===== config.mk =====
export PLATFORM = sky130hd
export DESIGN_NAME = mem_port_arbiter
export DESIGN_NICKNAME = d
export VERILOG_FILES = /design/src/rtl/mem_port_arbiter_pkg.sv /design/src/rtl/mem_port_arbiter_starve.sv /design/src/rtl/mem_port_arbiter.sv
export SDC_FILE = /design/constraint.sdc
export NUM_CORES = 1
export LEC_CHECK = 0
export BUFFER_PORTS_ARGS = -buffer_cell sky130_fd_sc_hd__buf_2
export CORE_ASPECT_RATIO = 0.5
export CORE_UTILIZATION = 44
export DETAILED_ROUTE_END_ITERATION = 12
export MAX_ROUTING_LAYER = met4
export PLACE_DENSITY_LB_ADDON = 0.15
export SETUP_SLACK_MARGIN = 0.05
export SYNTH_ARGS = -nofsm -noshare
export SYNTH_HDL_FRONTEND = slang
export SYNTH_SLANG_ARGS = --single-unit

===== constraint.sdc =====
create_clock -name SYS_clk -period 6.2 [get_ports SYS_clk]
set_clock_uncertainty 0.15 [all_clocks]
set_input_delay 1.24 -clock SYS_clk [delete_from_list [all_inputs] [get_ports SYS_clk]]
set_output_delay 1.24 -clock SYS_clk [all_outputs]
set_load 0.05 [all_outputs]

===== src/rtl/mem_port_arbiter_pkg.sv =====
// Shared constants for the unified memory port arbiter.
// Length codes, arbiter state encoding and default fetch starvation limit.
package mem_port_arbiter_pkg;

  localparam logic [1:0] LEN_NONE = 2'b00;
  localparam logic [1:0] LEN_BYTE = 2'b01;
  localparam logic [1:0] LEN_HALF = 2'b10;
  localparam logic [1:0] LEN_WORD = 2'b11;

  localparam logic [1:0] ST_IDLE    = 2'd0;
  localparam logic [1:0] ST_WAIT_IF = 2'd1;
  localparam logic [1:0] ST_WAIT_LS = 2'd2;

  localparam int DEF_STARVE_LIMIT = 4;

endpackage


===== src/rtl/mem_port_arbiter_starve.sv =====
// Saturating fetch starvation counter.
// at_limit_o tells the arbiter to force a fetch grant.
module arb_starve_counter #(
  parameter int LIMIT = 4
) (
  input  logic clk_i,
  input  logic rst_i,
  input  logic inc_i,
  input  logic clr_i,
  output logic at_limit_o
);

  logic [3:0] cnt_q, cnt_d;

  assign at_limit_o = (cnt_q == 4'(LIMIT));

  always_comb begin
    cnt_d = cnt_q;
    if (clr_i)
      cnt_d = '0;
    else if (inc_i && !at_limit_o)
      cnt_d = cnt_q + 4'd1;
  end

  always_ff @(posedge clk_i) begin
    if (rst_i) cnt_q <= '0;
    else       cnt_q <= cnt_d;
  end

endmodule


===== src/rtl/mem_port_arbiter.sv =====
// Arbitrates fetch and load/store onto one memory port.
// LS has priority; a starvation counter forces fetch progress.
import mem_port_arbiter_pkg::*;

module mem_port_arbiter #(
  parameter int ADDR_W       = 32,
  parameter int DATA_W       = 32,
  parameter int STARVE_LIMIT = DEF_STARVE_LIMIT
) (
  input  logic              SYS_clk,
  input  logic              SYS_reset,
  input  logic              if_req_valid,
  output logic              if_req_ready,
  input  logic [ADDR_W-1:0] if_addr,
  output logic              if_rsp_valid,
  output logic [DATA_W-1:0] if_rsp_data,
  input  logic              ls_req_valid,
  output logic              ls_req_ready,
  input  logic              ls_write,
  input  logic [ADDR_W-1:0] ls_addr,
  input  logic [DATA_W-1:0] ls_wdata,
  input  logic [1:0]        ls_length,
  input  logic              ls_signed,
  output logic              ls_rsp_valid,
  output logic [DATA_W-1:0] ls_rsp_data,
  output logic              mem_req_valid,
  output logic              mem_write,
  output logic [ADDR_W-1:0] mem_addr,
  output logic [DATA_W-1:0] mem_wdata,
  output logic [1:0]        mem_length,
  output logic              mem_signed,
  input  logic              mem_rsp_valid,
  input  logic [DATA_W-1:0] mem_rsp_data,
  output logic              busy,
  output logic              spurious_rsp
);

  logic [1:0]        state_q, state_d;
  logic              idle, force_if;
  logic              if_acc, ls_acc;
  logic              req_q, spur_q;
  logic              wr_q, sgn_q;
  logic [ADDR_W-1:0] addr_q;
  logic [DATA_W-1:0] wdata_q;
  logic [1:0]        len_q;

  assign idle   = (state_q == ST_IDLE);
  assign if_req_ready = idle & if_req_valid
                      & (!ls_req_valid | force_if);
  assign ls_req_ready = idle & ls_req_valid
                      & !(force_if & if_req_valid);
  assign if_acc = if_req_ready;
  assign ls_acc = ls_req_ready;

  arb_starve_counter #(
    .LIMIT(STARVE_LIMIT)
  ) u_starve (
    .clk_i     (SYS_clk),
    .rst_i     (SYS_reset),
    .inc_i     (if_req_valid & !if_acc),
    .clr_i     (if_acc),
    .at_limit_o(force_if)
  );

  always_comb begin
    state_d = state_q;
    unique case (state_q)
      ST_IDLE: begin
        if (ls_acc)      state_d = ST_WAIT_LS;
        else if (if_acc) state_d = ST_WAIT_IF;
      end
      ST_WAIT_IF,
      ST_WAIT_LS: begin
        if (mem_rsp_valid) state_d = ST_IDLE;
      end
      default: state_d = ST_IDLE;
    endcase
  end

  always_ff @(posedge SYS_clk) begin
    if (SYS_reset) begin
      state_q <= ST_IDLE;
      req_q   <= 1'b0;
      spur_q  <= 1'b0;
      wr_q    <= 1'b0;
      sgn_q   <= 1'b0;
      addr_q  <= '0;
      wdata_q <= '0;
      len_q   <= LEN_NONE;
    end else begin
      state_q <= state_d;
      req_q   <= if_acc | ls_acc;
      if (idle && mem_rsp_valid)
        spur_q <= 1'b1;
      if (ls_acc) begin
        wr_q    <= ls_write;
        sgn_q   <= ls_signed;
        addr_q  <= ls_addr;
        wdata_q <= ls_wdata;
        len_q   <= ls_length;
      end else if (if_acc) begin
        wr_q    <= 1'b0;
        sgn_q   <= 1'b0;
        addr_q  <= if_addr;
        wdata_q <= '0;
        len_q   <= LEN_WORD;
      end
    end
  end

  assign mem_req_valid = req_q;
  assign mem_write     = wr_q;
  assign mem_addr      = addr_q;
  assign mem_wdata     = wdata_q;
  assign mem_length    = len_q;
  assign mem_signed    = sgn_q;
  assign busy          = !idle;
  assign spurious_rsp  = spur_q;

  assign if_rsp_valid = (state_q == ST_WAIT_IF)
                      & mem_rsp_valid;
  assign ls_rsp_valid = (state_q == ST_WAIT_LS)
                      & mem_rsp_valid;
  assign if_rsp_data  = if_rsp_valid
                      ? mem_rsp_data : '0;
  // Store acks carry no data back to the core
  assign ls_rsp_data  = (ls_rsp_valid && !wr_q)
                      ? mem_rsp_data : '0;

endmodule

==> flow_metrics.env <==
export IMPL_run_status="finished clean"
export IMPL_floorplan_core_area_um2=8230
export IMPL_post_drt_wl_per_cell_um=15.64
export IMPL_place_gp_congestion=0.9533
export IMPL_holdBufCountCts=0
export IMPL_boundaryPins=276
export IMPL_instance_count_of_the_mapped_netlist=409
export IMPL_maxCapViolations=0
export IMPL_timing_worst_slew_pin_value_ps=879.8
export IMPL_yosys_area_top_type_share_pct=39.54
export IMPL_synth_warning_count=0
export IMPL_diodes_inserted=0
export IMPL_die_x_um=134.2
export IMPL_library_cell_with_the_highest_instance_count_after_synthesis="sky130_fd_sc_hd__dfxtp_1"
export IMPL_avgViaCountPerCell=5.259
export IMPL_finish_instance_area_um2=5494
export IMPL_synth_top_cell_by_area="sky130_fd_sc_hd__dfxtp_1"
export IMPL_detailed_router_iteration_count_before_antenna_repair=4
export IMPL_ctsLongestPathBuffers=2
export IMPL_relSlewSlack_pct=41.34
export IMPL_totalNegativeSetupSlack_ps=0
export IMPL_worst_ir_drop_vdd_mv=0.1468
export IMPL_floorplan_die_area_um2=9145
export IMPL_detail_route_antenna_nets=0
export IMPL_post_place_cell_area_um2=5191
export IMPL_clock_insertion_delay_worst_skew_ps=330
export IMPL_timing_critical_path_required_ps=4810
export IMPL_hold_path_startpoint="spurious_rsp"
export IMPL_grt_start_max_net_pins=69
export IMPL_post_route_period_util_pct=64.93
export IMPL_initialDrtViolationCount=242
export IMPL_synth_area_top_cells="sky130_fd_sc_hd__dfxtp_1 40%, sky130_fd_sc_hd__o211ai_2 9.4%, sky130_fd_sc_hd__nand3_1 8.7%"
export IMPL_power_leakage_nw=2.935
export IMPL_critPathKind="in2out"
export IMPL_ys_async_sr_fraction_pct=0
export IMPL_clkSinkCount=76
export IMPL_critical_path_peak_fanout=36
export IMPL_number_of_enable_type_register_cells_in_the_synthesized_netlist=0
export IMPL_final_net_count=796
export IMPL_drive_gt1_share_pct=51.14
export IMPL_placementRows=23
export IMPL_syn_area_um2=3847
export IMPL_yosys_most_used_dff="sky130_fd_sc_hd__dfxtp_1"
export IMPL_synth_top_cells_by_count="76 x sky130_fd_sc_hd__dfxtp_1, 67 x sky130_fd_sc_hd__nand3_1, 34 x sky130_fd_sc_hd__a22o_1, 34 x sky130_fd_sc_hd__and2_1, 33 x sky130_fd_sc_hd__and3_1"
export IMPL_synth_lib_cells_used_distinct=37
export IMPL_layout_area_overhead_vs_synth_pct=42.80
export IMPL_cts_inserted_buffers=9
export IMPL_unrepaired_setup_endpoints_after_global_routing="no"
export IMPL_worstSetupEndpointType="output port"
export IMPL_syn_area_per_cell_um2=9.407
export IMPL_max_freq_mhz=248.4
export IMPL_layout_setup_ws_ps=2174
export IMPL_clock_root_buffer="sky130_fd_sc_hd__clkbuf_16"
export IMPL_synth_sequential_area_ratio_pct=39.54
export IMPL_critical_path_arrival_ps=2640
export IMPL_cts_htree_levels=3
export IMPL_period_minus_slack_ps=4026
export IMPL_post_place_ws_ps=2180
export IMPL_floorplan_die_height_um=68.12
export IMPL_clock_tree_from_tritoncts="yes"
export IMPL_grt_pass1_vias=3590
export IMPL_grt_overflow_total=0
export IMPL_synth_ff_latch_count=76
export IMPL_floorplan_initialDensity_pct=46.75
export IMPL_post_cts_resize_count=0
export IMPL_min_delay_path_class="reg2reg"
export IMPL_detailroute_via_count=4055
export IMPL_routed_wl_mm=12.06
export IMPL_groute_usage_overall_pct=25.80
export IMPL_timing_max_transition_violations_final=0
export IMPL_clk_pin_slew_ps=60
export IMPL_pwr_density_cell_nw_per_um2=284.8
export IMPL_synthesis_nets=551
export IMPL_startpoint_type="input port"
export IMPL_cts_repair_timing_setup_buffer_count=0
export IMPL_grt_antenna_before_repair=0
export IMPL_dp_final_hpwl_mm=8.748
export IMPL_launching_element_of_the_worst_setup_path="mem_rsp_valid"
export IMPL_drc=0
export IMPL_crit_reg2reg_launch="state_q[0]"
export IMPL_setup_viol=0
export IMPL_port_buffers=275
export IMPL_timing_final_hold_violations=0
export IMPL_grt_pass1_wl_mm=17.92
[routing by layer]
layer	track usage (%)	routed length (um)	vias up
li1	-	-	2052
met1	30.68	5188	1861
met2	44.62	6078	128
met3	6.519	642	14
met4	6.320	149	0
met5	-	0	-
[sequential cells by signal (all words and copies together) (netlist names)]
register and cells:
mem_wdata 32, spurious_rsp 1, mem_signed 1, mem_req_valid 1
state_q 2, u_starve.cnt_q 4, mem_length 2, mem_addr 32
mem_write 1
[cells by family after synthesis]
kind of cell	share of synthesized area [%]
AOI/OAI and AO/OA	28.78
adders and majority gates	1.626
buffers and inverters	7.317
DFF	39.54
and+or+nand+nor	22.73
[power by group]
group | leakage [nW] | internal, mW | switching, mW | total [mW]
Clock | 0.144 | 0.322 | 0.201 | 0.523
Sequential | 0.626 | 0.536 | 0.0233 | 0.559
Combinational | 2.16 | 0.131 | 0.352 | 0.483
[cell type report]
class | instances | area (um^2)
fillers | 734 | 2736
clock buffers | 10 | 239.0
well taps | 112 | 140.1
multi-input cells | 274 | 2052
repair buffers | 284 | 1444
flip-flops and latches | 76 | 1521
clock inverters | 6 | 63.81
inverters | 9 | 33.78
[per-stage QoR]
stage / cells / util (%) / total power, mW / hold slack (ps)
5_1_grt: 771 / 66.75 / 1.631 / 327.4
4_1_cts: 771 / 66.75 / 1.575 / 312.0
3_3_place_gp: 755 / 63.07 / 1.049 / 291.9
2_1_floorplan: 409 / - / 0.9251 / 320.3
6_report: 771 / 66.75 / 1.564 / 308.5
3_5_place_dp: 755 / 63.07 / 1.052 / 297.3
[worst max-delay path, stage by stage]
cell and delay (ps):
sky130_fd_sc_hd__buf_2 360, sky130_fd_sc_hd__and2_1 210, sky130_fd_sc_hd__nor2b_1 130, sky130_fd_sc_hd__buf_4 260, sky130_fd_sc_hd__and2_1 170, sky130_fd_sc_hd__buf_2 260
[worst paths after layout]
path | depth (start not counted) | slack, ps | endpoint
max | 6 | 2170 | ls_rsp_data[18]
min | 2 | 310 | spurious_rsp
max reg2reg | 7 | 3690 | mem_wdata[30]
min reg2reg | 2 | 310 | spurious_rsp
[placed cells by master (no fill, tap or decap), types with 4 or more instances in the layout]
cell | Yosys | final
sky130_fd_sc_hd__a211oi_1 | 4 | 4
sky130_fd_sc_hd__a22o_1 | 34 | 34
sky130_fd_sc_hd__and2_1 | 34 | 34
sky130_fd_sc_hd__and3_1 | 33 | 33
sky130_fd_sc_hd__buf_2 | 11 | 275
sky130_fd_sc_hd__buf_4 | 0 | 9
sky130_fd_sc_hd__clkbuf_16 | 0 | 9
sky130_fd_sc_hd__dfxtp_1 | 76 | 76
sky130_fd_sc_hd__ha_1 | 5 | 5
sky130_fd_sc_hd__inv_1 | 8 | 8
sky130_fd_sc_hd__nand3_1 | 67 | 67
sky130_fd_sc_hd__o2111ai_1 | 32 | 32
sky130_fd_sc_hd__o211ai_2 | 29 | 29
(Power assumes the default switching activity.)
